### config.mk
export PLATFORM = sky130hd
export DESIGN_NAME = key_lookup_arb_reli_tx
export DESIGN_NICKNAME = d
export VERILOG_FILES = /design/src/rtl/key_lookup_arb_reli_tx.sv
export SDC_FILE = /design/constraint.sdc
export NUM_CORES = 1
export LEC_CHECK = 0
export ABC_AREA = 0
export CAP_MARGIN = 10
export CORE_AREA = 2 2 215 217
export CTS_CLUSTER_SIZE = 8
export DETAILED_ROUTE_END_ITERATION = 6
export DIE_AREA = 0 0 217 219
export SLEW_MARGIN = 20
export SYNTH_ARGS = -nofsm -noshare
export SYNTH_HDL_FRONTEND = slang
export SYNTH_SLANG_ARGS = --single-unit
### constraint.sdc
create_clock -name clk -period 2.88 [get_ports clk]
set_input_delay 0.432 -clock clk [delete_from_list [all_inputs] [get_ports clk]]
set_output_delay 0.432 -clock clk [all_outputs]
set_load 0.01 [all_outputs]
### src/rtl/key_lookup_arb_reli_tx.sv
// key_lookup_arb_reli_tx
// Shares one reli_tx key lookup table between NUM_REQ key producers
// (req 0 = NACK path, req 1 = DAT path). Key requests are arbitrated into a
// single registered key stream. An ID FIFO remembers which requester issued
// each key, so in-order lookup results can be routed back to that requester.
// Optional build macro: KEY_ARB_STRICT_PRIO_EN selects fixed priority
// (lowest index wins) instead of round-robin.
module key_lookup_arb_reli_tx #(
    parameter int NUM_REQ         = 2,
    parameter int KEY_WIDTH       = 133,
    parameter int RESULT_WIDTH    = 64,
    parameter int MAX_OUTSTANDING = 8,
    localparam int CNT_W          = $clog2(MAX_OUTSTANDING + 1)
) (
    input  logic                         clk,
    input  logic                         rst_n,
    input  logic [NUM_REQ*KEY_WIDTH-1:0] s_req_key_info,
    input  logic [NUM_REQ-1:0]           s_req_key_valid,
    output logic [NUM_REQ-1:0]           s_req_key_ready,
    output logic [KEY_WIDTH-1:0]         m_key_info,
    output logic                         m_key_valid,
    input  logic                         m_key_ready,
    input  logic [RESULT_WIDTH-1:0]      s_rsp_info,
    input  logic                         s_rsp_valid,
    output logic                         s_rsp_ready,
    output logic [RESULT_WIDTH-1:0]      m_rsp_info,
    output logic [NUM_REQ-1:0]           m_rsp_valid,
    input  logic [NUM_REQ-1:0]           m_rsp_ready,
    output logic [CNT_W-1:0]             outstanding_cnt,
    output logic                         err_unexp_rsp
);

    localparam int ID_W  = $clog2(NUM_REQ);
    localparam int PTR_W = $clog2(MAX_OUTSTANDING);

    // Key output register
    logic                 m_key_valid_q, m_key_valid_d;
    logic [KEY_WIDTH-1:0] m_key_info_q, m_key_info_d;

    // Arbitration pointer (next requester to be favoured)
    logic [ID_W-1:0]      rr_ptr_q, rr_ptr_d;

    // ID FIFO: requester index per key in flight, in issue order
    logic [ID_W-1:0]      id_mem_q [MAX_OUTSTANDING];
    logic [PTR_W-1:0]     wr_ptr_q, wr_ptr_d;
    logic [PTR_W-1:0]     rd_ptr_q, rd_ptr_d;
    logic [CNT_W-1:0]     cnt_q, cnt_d;
    logic                 err_q, err_d;

    logic [KEY_WIDTH-1:0] req_key  [NUM_REQ];
    logic [ID_W-1:0]      scan_idx [NUM_REQ];
    logic                 grant_found;
    logic [ID_W-1:0]      grant_idx;
    logic                 can_load;
    logic                 credit_ok;
    logic                 push;
    logic                 pop;
    logic                 fifo_empty;
    logic [ID_W-1:0]      head_id;

    // Unpack the per-requester keys and the scan order starting at the pointer
    generate
        for (genvar gi = 0; gi < NUM_REQ; gi++) begin : g_req
            assign req_key[gi]  = s_req_key_info[gi*KEY_WIDTH +: KEY_WIDTH];
            assign scan_idx[gi] = ID_W'((int'(rr_ptr_q) + gi) % NUM_REQ);
        end
    endgenerate

    // Pick the first valid requester in scan order
    always_comb begin
        grant_found = 1'b0;
        grant_idx   = '0;
        for (int k = 0; k < NUM_REQ; k++) begin
            if (!grant_found && s_req_key_valid[scan_idx[k]]) begin
                grant_found = 1'b1;
                grant_idx   = scan_idx[k];
            end
        end
    end

    assign can_load   = !m_key_valid_q || m_key_ready;
    assign credit_ok  = (cnt_q < CNT_W'(MAX_OUTSTANDING));
    assign fifo_empty = (cnt_q == '0);
    assign head_id    = id_mem_q[rd_ptr_q];

    // No grant while reset is asserted so nothing handshakes during reset
    assign push            = rst_n && can_load && credit_ok && grant_found;
    assign s_req_key_ready = push ? (NUM_REQ'(1) << grant_idx) : '0;

    // Route results to the requester at the FIFO head; drain strays when empty
    always_comb begin
        m_rsp_info  = s_rsp_info;
        m_rsp_valid = '0;
        s_rsp_ready = 1'b1;
        if (!fifo_empty) begin
            m_rsp_valid = s_rsp_valid ? (NUM_REQ'(1) << head_id) : '0;
            s_rsp_ready = m_rsp_ready[head_id];
        end
    end

    assign pop = !fifo_empty && s_rsp_valid && s_rsp_ready;

    // Next-state for key register, pointers, credit counter and error flag
    always_comb begin
        m_key_valid_d = m_key_valid_q;
        m_key_info_d  = m_key_info_q;
        rr_ptr_d      = rr_ptr_q;
        wr_ptr_d      = wr_ptr_q;
        rd_ptr_d      = rd_ptr_q;
        cnt_d         = cnt_q;
        err_d         = err_q;

        if (push) begin
            m_key_valid_d = 1'b1;
            m_key_info_d  = req_key[grant_idx];
            wr_ptr_d      = wr_ptr_q + 1'b1;
`ifdef KEY_ARB_STRICT_PRIO_EN
            rr_ptr_d      = '0;
`else
            rr_ptr_d      = (grant_idx == ID_W'(NUM_REQ - 1)) ? '0 : grant_idx + 1'b1;
`endif
        end else if (m_key_ready) begin
            m_key_valid_d = 1'b0;
        end

        if (pop) begin
            rd_ptr_d = rd_ptr_q + 1'b1;
        end

        case ({push, pop})
            2'b10:   cnt_d = cnt_q + 1'b1;
            2'b01:   cnt_d = cnt_q - 1'b1;
            default: cnt_d = cnt_q;
        endcase

        if (fifo_empty && s_rsp_valid) begin
            err_d = 1'b1;
        end
    end

    // State registers with synchronous active-low reset
    always_ff @(posedge clk) begin
        if (!rst_n) begin
            m_key_valid_q <= 1'b0;
            m_key_info_q  <= '0;
            rr_ptr_q      <= '0;
            wr_ptr_q      <= '0;
            rd_ptr_q      <= '0;
            cnt_q         <= '0;
            err_q         <= 1'b0;
        end else begin
            m_key_valid_q <= m_key_valid_d;
            m_key_info_q  <= m_key_info_d;
            rr_ptr_q      <= rr_ptr_d;
            wr_ptr_q      <= wr_ptr_d;
            rd_ptr_q      <= rd_ptr_d;
            cnt_q         <= cnt_d;
            err_q         <= err_d;
        end
    end

    // ID storage; contents are only meaningful between the pointers
    always_ff @(posedge clk) begin
        if (push) begin
            id_mem_q[wr_ptr_q] <= grant_idx;
        end
    end

    assign m_key_info      = m_key_info_q;
    assign m_key_valid     = m_key_valid_q;
    assign outstanding_cnt = cnt_q;
    assign err_unexp_rsp   = err_q;

endmodule
==> reports/metrics.yaml, run 1 <==
clockBufferDepth: 2
cp-end-kind: "register"
hold_ws_ns: 0.473
synth_cell_types: 38
synth_flop_cell: "dfxtp_1"
crit_fanout: 3
peakVddDrop_v: 0.000354
met2_length_microns: 14300
vias: 7562
grt_util_all_layers: 0.118
grt_setup_unrepaired: "no"
finalWirelength_microns: 28800
grt_remaining_overflow: 0
seqPwrFrac: 0.382
grt_pass1_vias: 7354
clock_skew_ns: 0.0116
p_comb_frac: 0.254
cellPowerDensity_mw_per_mm2: 543
drive_gt1_frac: 0.0438
initial_core_util: 0.161
utilization: 0.270
dp_hpwl_microns: 20700
p_sw_frac: 0.278
synthToLayoutAreaGrowth_pct: 68.3
antenna_found_initial: 0
synth_area_sq_mm: 0.00724
synth_edf_count: 8
instances_no_fill: 1834
power_frac_clock: 0.364
htreeDepth: 4
synth_common_cells: "277 x nand2_1, 149 x dfxtp_1, 148 x nor2_1"
finalSetupViolCount: 0
finalHoldViolCount: 0
synth_top_cell_by_area: "dfxtp_1"
drt-initial-drc-count: 337
nFillCells: 4887
wl_per_cell_microns: 15.7
grt_pass1_wl_microns: 42300
cp.required_ns: 3.28
start_kind: "register"
wl_met1_microns: 11400
gp_congestion: 0.780
yosysMostFrequentCell: "nand2_1"
grt_max_degree: 151
switchingPower_w: 0.00184
finalSetupTns_ns: 0
drt_pass1_iterations: 4
worstPathArrival_ns: 3.10
via_per_inst: 4.12
route.top_layer_used: "met4"
yosys-top-cells-area: "dfxtp_1 41%, a311oi_1 16%, nand2_1 14%"
async_reset_ff_frac: 0
boundaryPins: 546
clk_pin_slew_ns: 0.06
io_buffers: 417
synth_cells: 910
cts-root-buf: "clkbuf_16"
power_w: 0.00662
dieArea_sq_mm: 0.0475
dp.cells: 1800
tightest_slew_ns: 0.889
insertion_delay_ns: 0.47
fin_crit_ns: 2.71
coreArea_sq_mm: 0.0451
critical_path_class: "reg2reg"
die-width_microns: 217
avgSynthCellArea_sq_um: 7.96
diodes: 0
drv_cap: 0
status: "finished clean"
cts_sinks: 157
min_from: "err_unexp_rsp$_SDFFE_PN0P_"
drc: 0
min_path_type: "reg2reg"
die_h_microns: 219
antenna_left: 0
cts_hold_buf: 0
p_int_w: 0.00478
p_leak_nw: 4.41
min_period_over_period: 0.939
slew_headroom: 0.407
cts_buffers: 17
ys_seq_elements: 157
final_nets: 1564
wl_met3_microns: 2100
rows: 78
ys_seq_area_frac: 0.445
cts_tree: "done"
yosysWarnings: 0
yosysTopAreaCellShare: 0.412
finalMaxSlewViolations: 0
fmax_mhz: 370
syn_nets: 1253
[cells by family after synthesis]
kind of cell,synth area share
flops,0.445
xor+xnor,0.00726
fa+ha+maj,0.00864
buf+inv,0.111
mux,0.0164
compound gates,0.173
simple gates,0.239
[what timing repair did]
action / 4_1_cts / 5_1_grt
resized for setup: 3 / 2
setup endpoints to repair: 1 / 3
pin swaps: 0 / 1
buffers inserted: 1 / 1
[routing by layer]
| layer | vias up | global-route usage |
|---|---|---|
| met1 | 3497 | 0.129 |
| met5 | - | 0 |
| met3 | 72 | 0.0410 |
| li1 | 3693 | - |
| met2 | 300 | 0.201 |
| met4 | 0 | 0.0635 |
[per-stage QoR]
stage	instance area [sq um]	setup slack [ns]
global route	12200	0.0121
CTS	12200	0.0966
floorplan	7240	0.0633
finish	12200	0.174
detailed placement	11600	0.179
global placement	11600	0.127
[cell usage in the layout, fill, tap and decap left out, types with 3 or more instances in the layout]
master and instances:
clkbuf_1 4, nor2_1 148, inv_1 3, a311oi_1 133, dfxtp_1 148, nor3_1 3, buf_4 8, edfxtp_1 8
ha_1 4, nand3_1 3, bufinv_16 4, clkinv_2 3, buf_12 6, nand2_1 277, clkdlybuf4s50_1 416, clkbuf_16 17
mux2i_1 3, xor2_1 4, o21ai_0 4
[registers in the layout, summed over array words and instances (netlist names), named ones only]
signal and count:
outstanding_cnt 4, id_mem_q 8, m_key_valid 1, m_key_info 133, rd_ptr_q 3, err_unexp_rsp 1
rr_ptr_q 1, wr_ptr_q 3
[final cells by class]
type                            instances  area [sq um]  share of cell area
Inverter                                5          23.8             0.00195
Clock inverter                         11           168              0.0138
Multi-Input combinational cell        609          3230               0.265
Sequential cell                       157          3220               0.265
Timing Repair Buffer                  431          4350               0.357
Tap cell                              600           751              0.0616
Clock buffer                           21           440              0.0361
[power groups by stage]
stage / combinational [W] / sequential, W / clock [W]
floorplan: 0.000713 / 0.00265 / 0
global placement: 0.00167 / 0.00257 / 0
detailed placement: 0.00169 / 0.00258 / 0
CTS: 0.00170 / 0.00253 / 0.00253
global route: 0.00183 / 0.00256 / 0.00260
finish: 0.00168 / 0.00253 / 0.00241
[critical path, cell delays in order, from the launching register on]
cell and delay, ns:
dfxtp_2 0.35, mux4_2 0.53, mux2i_4 0.19, buf_4 0.15, mux2i_2 0.22, ha_2 0.22
xor2_1 0.15, ha_1 0.16, a21oi_1 0.05, xor2_1 0.16, or3_1 0.31, a21oi_1 0.14
[worst paths after layout]
check	slack [ns]	cells past startpoint	endpoint
setup / recovery	0.17	11	outstanding_cnt[2]$_SDFFE_PN0P_
hold / removal	0.47	2	err_unexp_rsp$_SDFFE_PN0P_
setup reg to reg	0.17	11	outstanding_cnt[2]$_SDFFE_PN0P_
hold reg to reg	0.47	2	err_unexp_rsp$_SDFFE_PN0P_
(Power assumes the default switching activity.)
==> run 2, diff against run 1 <==
--- a/config.mk
+++ b/config.mk
@@ -8,7 +8,7 @@
 export ABC_AREA = 0
 export CAP_MARGIN = 10
 export CORE_AREA = 2 2 215 217
-export CTS_CLUSTER_SIZE = 8
+export CTS_BUF_LIST = sky130_fd_sc_hd__clkbuf_8 sky130_fd_sc_hd__clkbuf_16
 export DETAILED_ROUTE_END_ITERATION = 6
 export DIE_AREA = 0 0 217 219
 export SLEW_MARGIN = 20
==> run 2 against run 1 <==
Clock-buffer cell count decreased by 4. Register-to-register slack about the same. Via count about the same. Sequential cell count unchanged. Hold slack improved by 0.0032 ns. Sequential share of layout area is the same. Utilization unchanged. Non-clock buffer count unchanged. Critical path type unchanged.
==> reports/metrics.yaml, run 2 (synthesis results as in run 1) <==
worstPathArrival_ns: 3.10  # about the same
boundaryPins: 546  # unchanged
fin_area_sq_mm: 0.0122  # unchanged
start_kind: "register"  # unchanged
finalMaxSlewViolations: 0  # unchanged
vias: 7558  # was 7562
power_frac_clock: 0.363  # was 0.364
htreeDepth: 4  # unchanged
wl_per_cell_microns: 15.7  # about the same
io_buffers: 417  # unchanged
synthToLayoutAreaGrowth_pct: 68.3  # unchanged
cp-end-kind: "register"  # unchanged
grt_pass1_vias: 7354  # unchanged
switchingPower_w: 0.00184  # about the same
fmax_mhz: 370  # about the same
antenna_found_initial: 0  # unchanged
dieArea_sq_mm: 0.0475  # unchanged
cts-root-buf: "clkbuf_16"  # unchanged
seqPwrFrac: 0.383  # was 0.382
slew_headroom: 0.409  # was 0.407
via_per_inst: 4.12  # about the same
status: "finished clean"  # unchanged
grt_pass1_wl_microns: 42300  # unchanged
cts_buffers: 17  # unchanged
hold_ws_ns: 0.476  # was 0.473 ns
placed_area_sq_mm: 0.0116  # unchanged
clockBufferDepth: 2  # unchanged
finalSetupViolCount: 0  # unchanged
antenna_left: 0  # unchanged
diodes: 0  # unchanged
largest_reg_flops: 133  # unchanged
drc: 0  # unchanged
clk_pin_slew_ns: 0.06  # about the same
grt_util_all_layers: 0.118  # unchanged
initial_core_util: 0.161  # unchanged
layout_common_cells: "416 x clkdlybuf4s50_1, 277 x nand2_1, 148 x nor2_1, 148 x dfxtp_1, 133 x a311oi_1"  # unchanged
dp_hpwl_microns: 20700  # unchanged
clock_skew_ns: 0.0116  # about the same
finalSetupTns_ns: 0  # unchanged
cts_sinks: 157  # unchanged
rows: 78  # unchanged
tightest_slew_ns: 0.887  # was 0.889 ns
cellPowerDensity_mw_per_mm2: 542  # was 543 mW/mm^2
critical_path_class: "reg2reg"  # unchanged
peakVddDrop_v: 0.000354  # about the same
grt_max_degree: 151  # unchanged
gp_congestion: 0.780  # unchanged
final_common_cell: "clkdlybuf4s50_1"  # unchanged
final_nets: 1564  # unchanged
p_comb_frac: 0.254  # about the same
grt_remaining_overflow: 0  # unchanged
p_sw_frac: 0.279  # was 0.278
min_period_over_period: 0.939  # about the same
cp.required_ns: 3.28  # about the same
max_stage_delay_ns: 0.53  # about the same
worst_path_max_delay_cell: "mux4_2"  # unchanged
cts_tree: "done"  # unchanged
path_cells: "mux4_2 > mux2i_4 > buf_4 > mux2i_2 > ha_2 > xor2_1 > ha_1 > a21oi_1 > xor2_1 > or3_1 > a21oi_1"  # unchanged
drv_cap: 0  # unchanged
finalWirelength_microns: 28800  # about the same
drive_gt1_frac: 0.0438  # unchanged
fin_crit_ns: 2.70  # was 2.71 ns
crit_fanout: 3  # unchanged
coreArea_sq_mm: 0.0451  # unchanged
die-width_microns: 217  # unchanged
die_h_microns: 219  # unchanged
drt-initial-drc-count: 336  # was 337
power_w: 0.00661  # was 0.00662 W
finalHoldViolCount: 0  # unchanged
grt_setup_unrepaired: "no"  # unchanged
p_leak_nw: 4.42  # was 4.41 nW
p_int_w: 0.00477  # was 0.00478 W
drt_pass1_iterations: 4  # unchanged
insertion_delay_ns: 0.47  # about the same
min_path_type: "reg2reg"  # unchanged
-- run 2: cell count changes in the layout (fill, tap and decap cells not counted) --
cell,previous run,this run
inv_1,3,7
clkbuf_1,4,0
-- run 2: cell type report --
type | instances | area, sq um
clock inverter | 15 | 183
timing repair buffer | 431 | 4350
inverter | 5 | 23.8
fill | 4887 | 32900
multi-input combinational | 609 | 3230
sequential | 157 | 3220
tap | 600 | 751
clock buffer | 17 | 425
-- run 2: worst paths after layout --
path,from,to,slack (ns),cells past startpoint
setup / recovery,register,outstanding_cnt[2]$_SDFFE_PN0P_,0.18,11
hold / removal,err_unexp_rsp$_SDFFE_PN0P_,err_unexp_rsp$_SDFFE_PN0P_,0.48,2
setup reg to reg,register,outstanding_cnt[2]$_SDFFE_PN0P_,0.18,11
hold reg to reg,err_unexp_rsp$_SDFFE_PN0P_,err_unexp_rsp$_SDFFE_PN0P_,0.48,2
-- run 2: what timing repair did --
action / 4_1_cts / 5_1_grt
pin swaps: 0 / 1
hold buffers: 0 / 0
setup buffers: 1 / 1
resized for setup: 3 / 2
endpoints found under the hold margin: 0 / 0
setup endpoints to repair: 1 / 3
-- run 2: worst max-delay path, delay by kind of cell, from the launching register on --
family                   cells  cell delay, ns
multiplexers                 3            0.94
flip-flops                   1            0.35
AND/OR/NAND/NOR              1            0.31
XOR/XNOR                     2            0.31
buffers and inverters        1            0.15
adder cells (fa/ha/maj)      2            0.38
AO/OA/AOI/OAI                2            0.19
-- run 2: per-layer routing --
layer | up-vias | GRT usage | wire length (microns)
li1 | 3693 | - | -
met4 | 0 | 0.0635 | 1080
met5 | - | 0 | 0
met3 | 72 | 0.0410 | 2170
met1 | 3492 | 0.129 | 11300
met2 | 301 | 0.201 | 14300
-- run 2: power groups by stage --
| stage | combinational (W) | sequential (W) | clock [W] |
|---|---|---|---|
| after detailed placement | 0.00169 | 0.00258 | 0 |
| after global routing | 0.00183 | 0.00256 | 0.00258 |
| final | 0.00168 | 0.00253 | 0.00240 |
| after CTS | 0.00170 | 0.00253 | 0.00251 |
| after global placement | 0.00167 | 0.00257 | 0 |
| after floorplan | 0.000713 | 0.00265 | 0 |
-- run 2: through the flow --
| stage | util | setup WS (ns) | cells |
|---|---|---|---|
| floorplan | - | 0.0633 | 910 |
| global placement | 0.257 | 0.127 | 1800 |
| detailed placement | 0.257 | 0.179 | 1800 |
| CTS | 0.270 | 0.0963 | 1833 |
| global route | 0.270 | 0.0120 | 1834 |
| finish | 0.270 | 0.176 | 1834 |
==> run 3, diff against run 2 <==
--- a/config.mk
+++ b/config.mk
@@ -6,11 +6,13 @@
 export NUM_CORES = 1
 export LEC_CHECK = 0
 export ABC_AREA = 0
+export ABC_CLOCK_PERIOD_IN_PS = 2880
 export CAP_MARGIN = 10
 export CORE_AREA = 2 2 215 217
 export CTS_BUF_LIST = sky130_fd_sc_hd__clkbuf_8 sky130_fd_sc_hd__clkbuf_16
 export DETAILED_ROUTE_END_ITERATION = 6
 export DIE_AREA = 0 0 217 219
+export RECOVER_POWER = 50
 export SLEW_MARGIN = 20
 export SYNTH_ARGS = -nofsm -noshare
 export SYNTH_HDL_FRONTEND = slang
==> run 3 against run 2 <==
The run now ends with max-capacitance violations, max-slew violations left. Utilization about the same. Non-clock buffer count unchanged. Final area fell by 0.16%. Routed wire length decreased by 0.17%. Hold slack worse by 0.0066 ns. Clock-buffer cell count unchanged. Clock skew is essentially flat. Critical path type unchanged. Critical endpoint unchanged. Largest cell class unchanged. Highest routed layer unchanged.
==> reports/metrics.yaml, run 3 (synthesis results as in run 1) <==
dp.cells: 1800  # unchanged
drc: 0  # unchanged
crit_buf_inv: 1  # unchanged
critical_path_class: "reg2reg"  # unchanged
finalHoldViolCount: 0  # unchanged
io_buffers: 417  # unchanged
clock_skew_ns: 0.0111  # was 0.0116 ns
coreArea_sq_mm: 0.0451  # unchanged
drt_pass1_iterations: 4  # unchanged
worstPathArrival_ns: 3.10  # about the same
slew_headroom: -0.166  # was 0.409
status: "finished with violations"  # was finished clean
start_kind: "register"  # unchanged
peakVddDrop_v: 0.000334  # was 0.000354 V
die-width_microns: 217  # unchanged
cellPowerDensity_mw_per_mm2: 538  # was 542 mW/mm^2
cts-root-buf: "clkbuf_16"  # unchanged
p_int_w: 0.00472  # was 0.00477 W
fin_crit_ns: 2.71  # was 2.70 ns
vias: 7552  # was 7558
grt_util_all_layers: 0.118  # unchanged
clockBufferDepth: 2  # unchanged
min_period_over_period: 0.940  # was 0.939
crit_fanout: 3  # unchanged
wl_per_cell_microns: 15.7  # about the same
rows: 78  # unchanged
clk_pin_slew_ns: 0.06  # about the same
htreeDepth: 4  # unchanged
hold_end: "err_unexp_rsp$_SDFFE_PN0P_"  # unchanged
grt_max_degree: 151  # unchanged
die_h_microns: 219  # unchanged
cts_buffers: 17  # unchanged
dp_hpwl_microns: 20700  # unchanged
final_common_cell: "clkdlybuf4s50_1"  # unchanged
rr_endpoint: "outstanding_cnt[2]$_SDFFE_PN0P_"  # unchanged
p_sw_frac: 0.280  # was 0.279
drt-initial-drc-count: 323  # was 336
p_leak_nw: 4.67  # was 4.42 nW
cp.required_ns: 3.28  # about the same
boundaryPins: 546  # unchanged
finalWirelength_microns: 28800  # about the same
antenna_found_initial: 0  # unchanged
via_per_inst: 4.12  # about the same
cts_tree: "done"  # unchanged
worst_path_max_delay_cell: "mux4_2"  # unchanged
fmax_mhz: 369  # was 370 MHz
dieArea_sq_mm: 0.0475  # unchanged
finalMaxSlewViolations: 142  # was 0
finalSetupTns_ns: 0  # unchanged
largest_reg_flops: 133  # unchanged
insertion_delay_ns: 0.47  # about the same
gp_congestion: 0.780  # unchanged
p_comb_frac: 0.248  # was 0.254
instances_no_fill: 1834  # unchanged
worstRegToRegCells: 11  # unchanged
min_from: "err_unexp_rsp$_SDFFE_PN0P_"  # unchanged
violations: "max-capacitance violations, max-slew violations"
grt_setup_unrepaired: "no"  # unchanged
path_cells: "mux4_2 > mux2i_4 > buf_4 > mux2i_2 > ha_2 > xor2_1 > ha_1 > a21oi_1 > xor2_1 > or3_1 > a21oi_1"  # unchanged
cts_hold_buf: 0  # unchanged
finalSetupViolCount: 0  # unchanged
grt_pass1_vias: 7354  # unchanged
cp-end-kind: "register"  # unchanged
diodes: 0  # unchanged
cts_sinks: 157  # unchanged
power_frac_clock: 0.366  # was 0.363
grt_remaining_overflow: 0  # unchanged
path_depth: 11  # unchanged
ff2ff_setup_slack_ns: 0.17  # was 0.18 ns
tightest_slew_ns: 1.75  # was 0.887 ns
drv_cap: 1  # was 0
seqPwrFrac: 0.385  # was 0.383
hold_ws_ns: 0.469  # was 0.476 ns
cp_top_family: "multiplexers"  # unchanged
setup_ws_ns: 0.172  # was 0.176 ns
final_nets: 1564  # unchanged
min_delay_path_depth: 2  # unchanged
dp_worst_setup_slack_ns: 0.179  # unchanged
initial_core_util: 0.161  # unchanged
drive_gt1_frac: 0.0438  # unchanged
layout_common_cells: "309 x clkdlybuf4s50_1, 277 x nand2_1, 148 x nor2_1, 148 x dfxtp_1, 133 x a311oi_1"  # was 416 x clkdlybuf4s50_1, 277 x nand2_1, 148 x nor2_1, 148 x dfxtp_1, 133 x a311oi_1
switchingPower_w: 0.00184  # about the same
max_stage_delay_ns: 0.53  # about the same
grt_pass1_wl_microns: 42300  # unchanged
utilization: 0.270  # about the same
min_path_type: "reg2reg"  # unchanged
nFillCells: 4890  # was 4887
antenna_left: 0  # unchanged
synthToLayoutAreaGrowth_pct: 68.0  # was 68.3%
-- run 3: repair_timing --
action,CTS,global route
buffers inserted,1,1
pin swaps,0,1
resized for setup,3,2
hold endpoints to repair,0,0
setup endpoints to repair,1,3
-- run 3: how the worst max path moves through the flow --
| stage | start | endpoint | slack (ns) |
|---|---|---|---|
| 3_3_place_gp | rst_n | outstanding_cnt[2]$_SDFFE_PN0P_ | 0.13 |
| 4_1_cts | register | m_rsp_valid[0] | 0.1 |
| 6_report | register | outstanding_cnt[2]$_SDFFE_PN0P_ | 0.17 |
| 2_1_floorplan | register | outstanding_cnt[2]$_SDFFE_PN0P_ | 0.06 |
| 5_1_grt | register | outstanding_cnt[2]$_SDFFE_PN0P_ | 0.01 |
| 3_5_place_dp | rst_n | outstanding_cnt[2]$_SDFFE_PN0P_ | 0.18 |
-- run 3: worst reg2reg max path, delay by kind of cell, from the launching register on --
kind,cells,cell delay (ns)
xor gates and xnor gates,2,0.31
and+or+nand+nor,1,0.31
AOI/OAI and AO/OA,2,0.19
DFF,1,0.35
buffers and inverters,1,0.15
muxes,3,0.95
adders and majority gates,2,0.39
-- run 3: area by class of cell --
type,count,area (sq um),share of cell area
Tap cell,600,751,0.0617
Sequential cell,157,3220,0.265
Clock buffer,17,425,0.0350
Clock inverter,15,183,0.0150
Multi-Input combinational cell,609,3220,0.265
Inverter,5,23.8,0.00195
Timing Repair Buffer,431,4340,0.357
-- run 3: through the flow --
stage	instance area, sq um	power, W
6_report	12200	0.00655
5_1_grt	12200	0.00691
4_1_cts	12200	0.00674
3_5_place_dp	11600	0.00426
3_3_place_gp	11600	0.00424
2_1_floorplan	7240	0.00336
-- run 3: power groups by stage --
stage          Clock, W  Combinational (W)  Sequential (W)
2_1_floorplan         0           0.000713         0.00265
3_3_place_gp          0            0.00167         0.00257
3_5_place_dp          0            0.00169         0.00258
4_1_cts         0.00251            0.00170         0.00253
5_1_grt         0.00258            0.00178         0.00255
6_report        0.00240            0.00163         0.00252
-- run 3: routing by layer --
metal / global-route usage / share of wire
met4: 0.0635 / 0.038
met1: 0.129 / 0.39
met2: 0.201 / 0.50
met5: 0 / 0
met3: 0.0410 / 0.074
==> patch, RTL diff (config.mk and constraints of run 3) <==
The parameter `MAX_OUTSTANDING` goes from 8 to 16.
--- a/src/rtl/key_lookup_arb_reli_tx.sv
+++ b/src/rtl/key_lookup_arb_reli_tx.sv
@@ -11,3 +11,3 @@
     parameter int RESULT_WIDTH    = 64,
-    parameter int MAX_OUTSTANDING = 8,
+    parameter int MAX_OUTSTANDING = 16,
     localparam int CNT_W          = $clog2(MAX_OUTSTANDING + 1)
Interface: changed (resized outstanding_cnt); port bits go from 546 to 547. The function was not compared with the original's and may differ.
==> patch against run 3 <==
Critical path type unchanged. Final area up 7.0%. Wire length up 6.1%. Critical endpoint is now outstanding_cnt[4]$_SDFFE_PN0P_. Power grew 7.3%. Setup slack worse by 200 ps. Sequential cell count grew 12. Largest cell class unchanged. Via count up 7.0%. Cell count increased by 4.5%. The flow finishes with violations (max-capacitance violations, max-slew violations, negative setup slack). Area after synthesis grew 9.3%.
==> patch: results (changes against run 3) <==
set qor(status) {finished, violations left} ;# unchanged
set qor(violated_checks) {max-capacitance violations, max-slew violations, negative setup slack} ;# was max-capacitance violations, max-slew violations
set qor(finalWirelength_mm) 30.5 ;# was 28.8 mm
set qor(gp_routability_congestion) 0.793 ;# was 0.780
set qor(netlist_top_cells_area) {dfxtp_1, a311oi_1, nand2_1, nor2_1, buf_4} ;# unchanged
set qor(worst_hold_startpoint) {err_unexp_rsp$_SDFFE_PN0P_} ;# unchanged
set qor(syn_nets) 1325 ;# was 1253
set qor(critical_path.top_delay_family) {compound AO/OA/AOI/OAI gates} ;# was multiplexers
set qor(numPlacedInstances) 1882 ;# was 1800
set qor(grt_start_max_net_pins) 148 ;# was 151
set qor(nets) 1650 ;# was 1564
set qor(synthXorXnorAreaFrac) 0.00775 ;# was 0.00726
set qor(grt_first_pass_wirelength_mm) 44.6 ;# was 42.3 mm
set qor(routedWlPerCell_um) 15.9 ;# was 15.7 um
set qor(worst_r2r_path_depth) 16 ;# was 11
set qor(syn-mean-instance-area_um2) 8.09 ;# was 7.96 um^2
set qor(synth-edff-count) 16 ;# was 8
set qor(timing.setup.tns_ps) -26.1 ;# was 0 ps
set qor(yosysUniqueCellTypes) 44 ;# was 38
set qor(place.detailed.hpwl_mm) 23.0 ;# was 20.7 mm
set qor(worst_ep_arrival_time_ps) 3320 ;# was 3100 ps
set qor(grt_pass1_vias) 7731 ;# was 7354
set qor(report.final.slew_viol_count) 79 ;# was 142
set qor(critical_path.max_fanout) 4 ;# was 3
set qor(setup_ws_ps) -26.1 ;# was 172 ps
set qor(synth_fa_ha_area_frac) 0.0142 ;# was 0.00864
set qor(placement.setup.worst_slack_ps) -167 ;# was 179 ps
set qor(crit_slowest_cell) {dfxtp_2} ;# was mux4_2
set qor(static-leakage-power_nw) 5.03 ;# was 4.67 nW
set qor(grt_use_total) 0.125 ;# was 0.118
set qor(cap_viol_max_count) 1 ;# unchanged
set qor(post_route_cells_drive_above_1_share) 0.0646 ;# was 0.0438
set qor(report.final.setup_viol) 1 ;# was 0
set qor(yosys-mux-area-fraction) 0.0262 ;# was 0.0164
set qor(vdd_ir_drop_max_uv) 311 ;# was 334 uV
set qor(cts.htree.levels) 4 ;# unchanged
set qor(worst_clock_skew_ps) 9.90 ;# was 11.1 ps
set qor(post_synth_most_frequent_cells) {nand2_1, nor2_1, dfxtp_1} ;# was nand2_1, dfxtp_1, nor2_1
set qor(slowest_delay_ps) 330 ;# was 530 ps
set qor(hold_slack_final_ps) 468 ;# was 469 ps
set qor(synth-compound-area-share) 0.169 ;# was 0.173
==> patch: kinds of logic after synthesis <==
family          after synthesis
buf+inv                     154
fa+ha+maj                     9
compound gates              156
simple gates                466
xor+xnor                      7
mux                          17
flops                       169
==> patch: report_power, final <==
group | switching [mW] | total (mW) | internal (mW)
clock network | 1.09 | 2.47 | 1.37
registers | 0.115 | 2.71 | 2.59
logic | 0.860 | 1.85 | 0.994
total | 2.07 | 7.03 | 4.96
==> patch: layout make-up <==
| cell class | count | area [um^2] |
|---|---|---|
| repair buffers | 451 | 4470 |
| multi-input cells | 655 | 3600 |
| well taps | 600 | 751 |
| clock buffers | 19 | 464 |
| inverters | 9 | 37.5 |
| clock inverters | 13 | 154 |
| flip-flops and latches | 169 | 3540 |
| fillers | 4833 | 32100 |
| diodes | 1 | 2.50 |
==> patch: per-layer routing <==
layer	global-route usage	vias to the layer above	share of wire
met5	0	-	0
li1	-	3964	-
met3	0.0611	42	0.10
met2	0.203	364	0.46
met1	0.134	3707	0.39
met4	0.0646	0	0.044
